<file path="src/rtl/prio_req_tracker_if.sv">
// Request/acknowledge bus between event sources, the tracker and its consumer.
// The master side drives requests and acknowledges; the slave side (the tracker)
// returns the pending state, selected index and drop count.
interface prio_req_tracker_if #(
  parameter int N = 8
);
  localparam int W = $clog2(N);

  logic [N-1:0] req;
  logic         ack;
  logic         valid;
  logic [W-1:0] idx;
  logic [N-1:0] pending;
  logic [7:0]   drop_cnt;

  modport master (
    output req, ack,
    input  valid, idx, pending, drop_cnt
  );

  modport slave (
    input  req, ack,
    output valid, idx, pending, drop_cnt
  );
endinterface

</file>
<file path="src/rtl/prio_req_tracker.sv">
// prio_req_tracker: latches N request lines into a pending register, presents
// the winning pending index with a valid flag, and retires it on ack.
// Requests that land on an already-pending line (and are not being retired that
// cycle) are counted in a saturating 8-bit drop counter.
// Optional build macro PRIO_ROUND_ROBIN_EN: adds a rotating search pointer so
// the search starts just below the last retired index, giving fairness under
// sustained load. Without it the highest set index always wins.
module prio_req_tracker #(
  parameter int N = 8
) (
  input  logic                  clk,
  input  logic                  rst_n,
  prio_req_tracker_if.slave     bus
);
  localparam int W = $clog2(N);

  logic [N-1:0] pending_q;
  logic [7:0]   drop_q;
  logic [W-1:0] idx_sel;
  logic [N-1:0] clr;
  logic         take;
  logic         drop_now;

`ifdef PRIO_ROUND_ROBIN_EN
  logic [W-1:0] ptr;

  // Search downward from ptr, wrapping 0 -> N-1; smallest distance from ptr wins.
  always_comb begin
    int pos;
    pos     = 0;
    idx_sel = '0;
    for (int o = N - 1; o >= 0; o--) begin
      pos = int'(ptr) - o;
      if (pos < 0) pos = pos + N;
      if (pending_q[pos]) idx_sel = W'(pos);
    end
  end

  // Move the pointer just below the index being retired.
  always_ff @(posedge clk) begin
    if (!rst_n) begin
      ptr <= W'(N - 1);
    end else if (take) begin
      ptr <= (idx_sel == '0) ? W'(N - 1) : idx_sel - 1'b1;
    end
  end
`else
  // Fixed priority: the highest set pending bit wins; 0 when nothing is pending.
  always_comb begin
    idx_sel = '0;
    for (int i = 0; i < N; i++) begin
      if (pending_q[i]) idx_sel = W'(i);
    end
  end
`endif

  // Retire the presented index only when something is actually pending.
  always_comb begin
    take = (|pending_q) && bus.ack;
    clr  = '0;
    if (take) clr[idx_sel] = 1'b1;
    drop_now = |(bus.req & pending_q & ~clr);
  end

  // Pending register: new requests win over a same-cycle clear of the same bit.
  always_ff @(posedge clk) begin
    if (!rst_n) begin
      pending_q <= '0;
    end else begin
      pending_q <= (pending_q & ~clr) | bus.req;
    end
  end

  // Count cycles with at least one lost request, saturating at 255.
  always_ff @(posedge clk) begin
    if (!rst_n) begin
      drop_q <= '0;
    end else if (drop_now && (drop_q != 8'hFF)) begin
      drop_q <= drop_q + 8'd1;
    end
  end

  assign bus.valid    = |pending_q;
  assign bus.idx      = idx_sel;
  assign bus.pending  = pending_q;
  assign bus.drop_cnt = drop_q;
endmodule

</file>
<file path="src/flat_wrapper.sv">
// flat-port wrapper written by rule: the top's interface ports become plain ports
module prio_req_tracker_flat 
#(
  parameter int N = 8
)
  (clk, rst_n, bus_req, bus_ack, bus_valid, bus_idx, bus_pending, bus_drop_cnt);
  prio_req_tracker_if #(.N(N)) bus_i ();
  input  logic clk;
  input  logic rst_n;
  input wire logic [$bits(bus_i.req)-1:0] bus_req;
  input wire logic [$bits(bus_i.ack)-1:0] bus_ack;
  output wire logic [$bits(bus_i.valid)-1:0] bus_valid;
  output wire logic [$bits(bus_i.idx)-1:0] bus_idx;
  output wire logic [$bits(bus_i.pending)-1:0] bus_pending;
  output wire logic [$bits(bus_i.drop_cnt)-1:0] bus_drop_cnt;
  assign bus_i.req = bus_req;
  assign bus_i.ack = bus_ack;
  assign bus_valid = bus_i.valid;
  assign bus_idx = bus_i.idx;
  assign bus_pending = bus_i.pending;
  assign bus_drop_cnt = bus_i.drop_cnt;
  prio_req_tracker #(.N(N)) u_core (.clk(clk), .rst_n(rst_n), .bus(bus_i));
endmodule
</file>
<file path="config.mk">
export PLATFORM = sky130hd
export DESIGN_NAME = prio_req_tracker_flat
export DESIGN_NICKNAME = d
export VERILOG_FILES = /design/src/rtl/prio_req_tracker_if.sv /design/src/rtl/prio_req_tracker.sv /design/src/flat_wrapper.sv
export SDC_FILE = /design/constraint.sdc
export NUM_CORES = 1
export LEC_CHECK = 0
export ABC_AREA = 1
export CORE_AREA = 3 3 52 54
export CTS_BUF_LIST = sky130_fd_sc_hd__clkbuf_4 sky130_fd_sc_hd__clkbuf_8 sky130_fd_sc_hd__clkbuf_16
export CTS_CLUSTER_SIZE = 30
export DETAILED_ROUTE_END_ITERATION = 16
export DIE_AREA = 0 0 55 57
export PLACE_DENSITY_LB_ADDON = 0.1
export REMOVE_ABC_BUFFERS = 1
export SYNTH_ARGS = -nofsm -noshare
export SYNTH_HDL_FRONTEND = slang
export SYNTH_SLANG_ARGS = --single-unit
</file>
<file path="constraint.sdc">
create_clock -name clk -period 2.7 [get_ports clk]
set_input_delay 0.54 -clock clk [delete_from_list [all_inputs] [get_ports clk]]
set_output_delay 0.54 -clock clk [all_outputs]
set_load 0.005 [all_outputs]
</file>
== Word level (Yosys, flattened, before mapping) ==
Index checks and enable logic that the tools add are counted.

* Flip-flop bits (word level): 16
* Input port bits: 11
* Word-level logic and storage cells: 26

* $add $sub $neg: 1
* Magnitude comparators: 2
* Equality and inequality tests: 1
* Muxes and demuxes: 10
* Bitwise logic cells: 5
* Reduce and logical (&&, ||, !) cells: 5

{| class="wikitable"
|+ Operators by type and width
! kind !! number
|-
| bitwise AND 8 bit || 3
|-
| two-way mux 3 bit || 6
|-
| OR reduction 8 bit || 2
|-
| adder 8 x 1 -> 8 bit, second input constant || 1
|-
| two-way mux 8 bit || 1
|-
| inequality test 8 bit, second input constant || 1
|-
| NOT 8 bit || 1
|-
| bitwise OR 8 bit || 1
|-
| less-than comparator 3 x 4 -> 1 bit, second input constant || 1
|-
| demux 1 bit (select 3 bit) || 1
|-
| >= comparator 3 x 1 -> 1 bit, second input constant || 1
|-
| logical AND 1 bit || 3
|-
| two-way mux 1 bit || 2
|}

== Longest topological paths before layout ==
Gate-level depths: netlist of run 1.

* Depth after elaboration: 16
* Mapped depth: 16

== Least setup slack after synthesis of run 1 ==
Ideal clock, no wire load.

* Path kind: register to register
* From: register u_core.drop_q[0] (netlist: u_core.bus.drop_cnt[0])
* To: register u_core.drop_q[7] (netlist: u_core.bus.drop_cnt[7])
* Setup time: 0.115 ns
* Arrival: 1.416 ns
* Path slack: 1.169 ns
* Cell stages (with the launch flop): 11
* Path buffers: 0
* Period minus slack after synthesis: 1.531 ns
* Cells stage by stage: dfxtp_1 > ha_1 > nand2_1 > nor2_1 > nand2_1 > nor2_1 > inv_1 > nand2_1 > nor3_1 > a21oi_1 > nor2_1

* Longest elaborated chain between the ends: 2
* Elaborated cells between the ends (all ways): 3
* Classes of those cells: 1 x add/sub; 1 x eq/ne; 1 x reduce/logical

{| class="wikitable"
|+ RTL lines
! element !! RTL line !! source
|-
| start, declared || prio_req_tracker.sv:18 || <nowiki>logic [7:0] drop_q;</nowiki>
|-
| start signal, assigned || prio_req_tracker.sv:79 || <nowiki>drop_q <= drop_q + 8'd1;</nowiki>
|-
| parallel branches: the longest is 2 deep, another holds adder 8 x 1 -> 8 bit || - ||
|}

Several ways; the timed one is not identified.
A chain may end at the register's enable or synchronous reset.

== Final worst setup path of run 1 ==
* From: register u_core.pending_q[3] (netlist: u_core.bus.pending[3])
* To: output bus_idx[0]

* Longest elaborated chain between the ends: 5

{| class="wikitable"
|+ RTL lines
! element !! RTL line !! source
|-
| start, declared || prio_req_tracker.sv:17 || <nowiki>logic [N-1:0] pending_q;</nowiki>
|-
| start signal, assigned || prio_req_tracker.sv:70 || <nowiki>pending_q <= (pending_q & ~clr) | bus.req;</nowiki>
|-
| two-way mux 3 bit (5 in series) || prio_req_tracker.sv:52 || <nowiki>if (pending_q[i]) idx_sel = W'(i);</nowiki>
|-
| end, declared || flat_wrapper.sv:13 || <nowiki>output wire logic [$bits(bus_i.idx)-1:0] bus_idx;</nowiki>
|}

No other way between the ends.

==> results of run 1 <==
-- path summary, 6_finish.rpt --
kind | end | slack (ns) | startpoint | depth (start not counted)
setup / recovery | bus_idx[0] | 0.52 | u_core.bus.pending[3] | 7
hold / removal | u_core.bus.drop_cnt[1] | 0.52 | u_core.bus.drop_cnt[1] | 2
setup reg to reg | u_core.bus.drop_cnt[5] | 0.87 | u_core.bus.pending[2] | 15
hold reg to reg | u_core.bus.drop_cnt[1] | 0.52 | u_core.bus.drop_cnt[1] | 2
-- area by class of cell --
class                   instances  area [µm²]
fillers                       224         980
inverters                      19        71.3
well taps                      28        35.0
multi-input cells             106         512
clock buffers                   4        36.3
flip-flops and latches         16         320
repair buffers                 30         300
-- report_power, final --
group          switching (mW)  internal [mW]
combinational          0.0703         0.0747
clock                  0.0746         0.0820
sequential             0.0169          0.251
-- synthesized netlist by cell type --
cell / n
a21oi_1: 15
a22oi_1: 1
buf_6: 1
clkbuf_1: 1
dfxtp_1: 16
ha_1: 1
inv_1: 15
inv_2: 4
nand2_1: 35
nand2_2: 4
nand3_1: 11
nand3_2: 3
nand3b_1: 1
nand4_1: 2
nor2_1: 22
nor2_2: 4
nor3_1: 1
nor3b_1: 1
o21ai_0: 1
or2_1: 1
or2_2: 1
xor2_1: 2
-- cells in the final DEF, fill, tap and decap left out, drive strengths merged, types with 2 or more instances in the layout --
cell type / synthesis / layout
nand2: 39 / 39
clkdlybuf4s50: 0 / 30
nor2: 26 / 26
inv: 19 / 19
dfxtp: 16 / 16
a21oi: 15 / 15
nand3: 14 / 14
clkbuf: 1 / 4
nand4: 2 / 2
xor2: 2 / 2
or2: 2 / 2
-- routing by layer --
metal,part of all wire (%),global-route usage [%],vias up
met5,0,0,-
met4,1.4,5.21,0
met3,5.6,3.39,4
met2,48,25.2,33
met1,45,20.9,434
li1,-,-,515
-- kinds of logic after synthesis --
logic type      after synthesis  share of synthesized area, %
simple gates                 86                          42.9
buf+inv                      21                          9.40
compound gates               17                          9.54
flops                        16                          34.9
xor+xnor                      2                          1.91
fa+ha+maj                     1                          1.36
-- critical path, delay by kind of cell (launching register included) --
family / cells / cell delay, ns
buffers and inverters: 2 / 0.57
flip-flops: 1 / 0.42
AND/OR/NAND/NOR: 5 / 0.36
-- metrics by stage --
stage / cell area [µm²] / cells / setup WS (ns)
final: 1270 / 203 / 0.523
after global routing: 1270 / 203 / 0.422
after CTS: 1270 / 203 / 0.514
after detailed placement: 1240 / 199 / 0.416
after global placement: 1240 / 199 / 0.454
after floorplan: 903 / 141 / 1.17
-- sequential cells by signal, indices dropped and copies added (netlist names) --
name / flops
u_core.bus.pending: 8
u_core.bus.drop_cnt: 8
==> key figures, run 1 <==
CTS
  • Root Buffer Master: clkbuf_4
  • Setup bufs post-CTS: 0
  • Worst-path clk slew: 0.10 ns
  • Clock latency on the worst-skew pair: between 0.2 and 0.3 ns
  • CTS Buffer Depth: 2
  • Num Clock Sinks: 16
  • CTS tree: built
  • Post-CTS Hold Buffers: 0
  • Num CTS Buffers: 3
  • H-tree level count: 1
  • Post-cts resize count: 0

Drt
  • Final antenna-violating net count: 0
  • Via count: 986
  • DR iter-0 viols: 24
  • WL/cell: between 10 and 15 µm
  • DR DRC count: 0
  • Routed vias/inst: 4.86
  • Total Wirelength: between 2000 and 2500 µm
  • TritonRoute pass-1 iters: 4

Timing
  • Worst slew margin: roughly 73%
  • Min Tclk post-route: 2.18 ns
  • Slew Viols, Final: 0
  • RSZ-0062 raised after global routing: false
  • Worst Skew: between 0.005 and 0.006 ns
  • Setup TNS: 0 ns
  • FMAX: 0.459 GHz
  • Worst hold slack: roughly 0.52 ns
  • Endpoints failing setup: 0
  • Slew @ Worst Pin: about 0.40 ns
  • Crit share post-route: 80.6%
  • Final hold vios: 0

Synthesis
  • Avg Cell Area, Syn: 6.42 µm²
  • Sequential fraction of the synthesis area: between 30% and 40%
  • Area leader, netlist: dfxtp_1
  • Syn Std Cell Area: 918 µm²
  • Cells after synthesis: ~140
  • Area share of the largest cell type after synthesis: between 30% and 40%
  • Synthesis warning total: 0
  • Post-synth cell types: 22
  • Synth area leaders: dfxtp_1 35%, nand2_1 14%, nor2_1 9.0%
  • Post-synthesis register bit count: 16

Critical path
  • Worst path required time: approximately 2.2 ns
  • Setup crit end kind: primary output
  • Crit Path Max Fanout: 5
  • Kind of critical path: flip-flop to primary output
  • CP arrival: ~1.6 ns
  • Crit path top cell by count: nand2_1
  • CP max-delay cell: clkdlybuf4s50_1
  • CP startpoint kind: flip-flop
  • Critical Path Max Stage Delay: around 0.5 ns
  • Critical path cell sequence: inv_1, nand2_1, nand2_1, nand2_1, nand2_2, nand2_2, clkdlybuf4s50_1

Placement
  • DP HPWL: 1760 µm
  • Port buffer count: 30
  • Final Wtd Congestion: 0.788

Final layout
  • Diodes inserted: 0
  • Area grow syn2layout: 38.8%
  • Net count, final: ~190
  • Fraction of layout instances using a drive strength above 1: approximately 11%
  • Final Util: 56.5%

Global route
  • Initial antenna violation count: 0
  • Overflow after GRT: 0
  • GRT Total Usage: 15.8%
  • Largest net degree at the start of global routing: 14
  • Vias in the first global route: slightly above 900
  • First-pass GRT wire length: ~3800 µm

Flow run
  • Total of max-cap violations: 0

Pwr
  • Max VDD drop: 260 µV
  • Tot Pwr: 569 µW
  • PD cells: ~450 nW/µm²
  • Lkg Pwr: 0.572 nW

Floorplan
  • Die height: 57 µm
  • Initial Utilization: roughly two fifths
  • Core Footprint: 2250 µm²
  • Die area: approximately 3100 µm²
  • I/O pin total: 31
  • Die X: approximately 55 µm
  • FP Rows: 17

Run status
  • Status: complete, no violations

Worst hold path
  • Class of the worst hold path: flip-flop to flip-flop
(Power assumes the default switching activity.)
==> run 2, diff against run 1 <==
Clock period 2.7 ns to 2.2 ns, I/O delays scaled along.
==> key figures, run 2 (same netlist as run 1, synthesis figures left out) <==
Drt
  • WL/cell: 11.7 µm (+4.1%)
  • DR DRC count: 0 (unchanged)
  • DR iter-0 viols: 18 (-25%)
  • Routed vias/inst: 4.77 (-1.7%)
  • Final antenna-violating net count: 0 (unchanged)
  • Total Wirelength: 2370 µm (+4.1%)
  • TritonRoute pass-1 iters: 4 (unchanged)
  • Via count: 969 (-1.7%)

Pwr
  • NetSw: 205 µW (+27%)
  • Clock share of power: 27.9% (+0.4 points)
  • Power Internal: 500 µW (+23%)
  • Logic gate share of total power: 25.4% (about the same)
  • Sequential share of power: 46.7% (-0.3 points)
  • PD cells: 553 nW/µm² (+24%)
  • Max VDD drop: 429 µV (+65%)
  • Tot Pwr: 706 µW (+24%)
  • Lkg Pwr: 0.572 nW (about the same)
  • Sw Ratio: 29.1% (+0.68 points)

CTS
  • H-tree level count: 1 (unchanged)
  • CTS tree: built
  • Root Buffer Master: clkbuf_4
  • Num CTS Buffers: 3 (unchanged)
  • Num Clock Sinks: 16 (unchanged)
  • Post-CTS Hold Buffers: 0 (unchanged)
  • CTS Buffer Depth: 2 (unchanged)
  • Clock latency on the worst-skew pair: 0.29 ns (about the same)
  • Worst-path clk slew: 0.10 ns (about the same)

Floorplan
  • Die area: 3140 µm² (unchanged)
  • Die X: 55 µm (unchanged)
  • Core Footprint: 2250 µm² (unchanged)
  • FP Rows: 17 (unchanged)
  • Die height: 57 µm (unchanged)
  • I/O pin total: 31 (unchanged)
  • Initial Utilization: 40.7% (unchanged)

Final layout
  • Final Util: 56.6% (about the same)
  • Fillers: 234 (+4.5%)
  • Area grow syn2layout: 39.0% (about the same)
  • Footprint of the multi-input gates: 512 µm² (unchanged)
  • Net count, final: 188 (unchanged)
  • FF+latch area: 322 µm² (+0.39%)
  • Post-Layout Cell Count: 203 (unchanged)
  • Fraction of layout instances using a drive strength above 1: 12.0% (+0.57 points)
  • Commonest non-fill, non-tap cell in the layout: nand2_1
  • Design area: 1280 µm² (about the same)
  • Commonest non-fill, non-tap cells in the layout: 35 x nand2_1, 30 x clkdlybuf4s50_1, 22 x nor2_1
  • Diodes inserted: 0 (unchanged)

Placement
  • Final Wtd Congestion: 0.788 (about the same)
  • # placed instances: 199 (unchanged)
  • Area after DPL: 1240 µm² (unchanged)
  • Placement Setup Slack: 0.0242 ns (-0.392 ns)
  • DP HPWL: 1800 µm (+1.9%)
  • Port buffer count: 30 (unchanged)

Global route
  • Initial antenna violation count: 0 (unchanged)
  • Vias in the first global route: 935 (+3.2%)
  • GRT Total Usage: 16.5% (+0.64 points)
  • Overflow after GRT: 0 (unchanged)
  • Largest net degree at the start of global routing: 14 (unchanged)
  • First-pass GRT wire length: 3880 µm (+2.7%)

Critical path
  • Setup crit end kind: primary output
  • Worst path required time: 1.76 ns (-0.40 ns)
  • Kind of critical path: flip-flop to primary output
  • CP arrival: 1.64 ns (about the same)
  • CP startpoint kind: flip-flop
  • Crit Path Max Fanout: 5 (unchanged)

Timing
  • Setup TNS: 0 ns (unchanged)
  • Min Tclk post-route: roughly 2.1 ns
  • Worst slew margin: 73.0% (-0.28 points)
  • FMAX: just under 0.5 GHz
  • Endpoints failing setup: 0 (unchanged)
  • Setup WS post-layout: 0.118 ns (-0.405 ns)
  • Final hold vios: 0 (unchanged)
  • Worst Skew: 0.00626 ns (+0.000818 ns)
  • Crit share post-route: 94.6%
  • RSZ-0062 raised after global routing: false
  • Slew @ Worst Pin: 0.405 ns (+0.00416 ns)
  • Slew Viols, Final: 0 (unchanged)
  • Worst hold slack: 0.520 ns (-0.00478 ns)

Run status
  • Status: complete, no violations

Flow run
  • Total of max-cap violations: 0 (unchanged)

Worst hold path
  • Class of the worst hold path: flip-flop to flip-flop
[run 2: cell counts in the layout (fill, tap and decap cells not counted)]
Identical to the previous run, type by type.
[run 2: worst paths after layout]
kind                               start                      to  slack, ns  cells after the start
setup / recovery   u_core.bus.pending[1]              bus_idx[0]       0.12                      7
hold / removal    u_core.bus.drop_cnt[1]  u_core.bus.drop_cnt[1]       0.52                      2
setup reg to reg   u_core.bus.pending[7]  u_core.bus.drop_cnt[2]       0.38                     13
hold reg to reg   u_core.bus.drop_cnt[1]  u_core.bus.drop_cnt[1]       0.52                      2
[run 2: power groups by stage]
stage | clock network [mW] | logic (mW) | registers [mW]
finish | 0.197 | 0.180 | 0.329
detailed placement | 0 | 0.178 | 0.336
global placement | 0 | 0.175 | 0.335
CTS | 0.200 | 0.180 | 0.329
floorplan | 0 | 0.0884 | 0.334
global route | 0.215 | 0.199 | 0.334
[run 2: final cells by class]
class                   instances  area share (%)
clock buffers                   4            2.84
inverters                      19            5.59
multi-input cells             106            40.1
flip-flops and latches         16            25.2
well taps                      28            2.75
repair buffers                 30            23.5
[run 2: critical path, cell delays in order (launching register included)]
cell	delay, ns
dfxtp_1	0.41
nand2_1	0.09
nand2_1	0.08
nand2_1	0.05
nand2_1	0.06
nand2_2	0.08
nand2_2	0.08
clkdlybuf4s50_1	0.50
[run 2: what timing repair did]
item	in CTS	in global routing
gates resized for setup	0	1
buffers inserted	0	0
endpoints found under the setup margin	0	1
[run 2: layer usage]
layer	global-route usage, %	part of all wire (%)	vias to the layer above
met5	0	0	-
met4	5.56	0.76	0
met3	3.13	3.7	2
met2	26.9	48	20
met1	21.3	48	431
li1	-	-	516
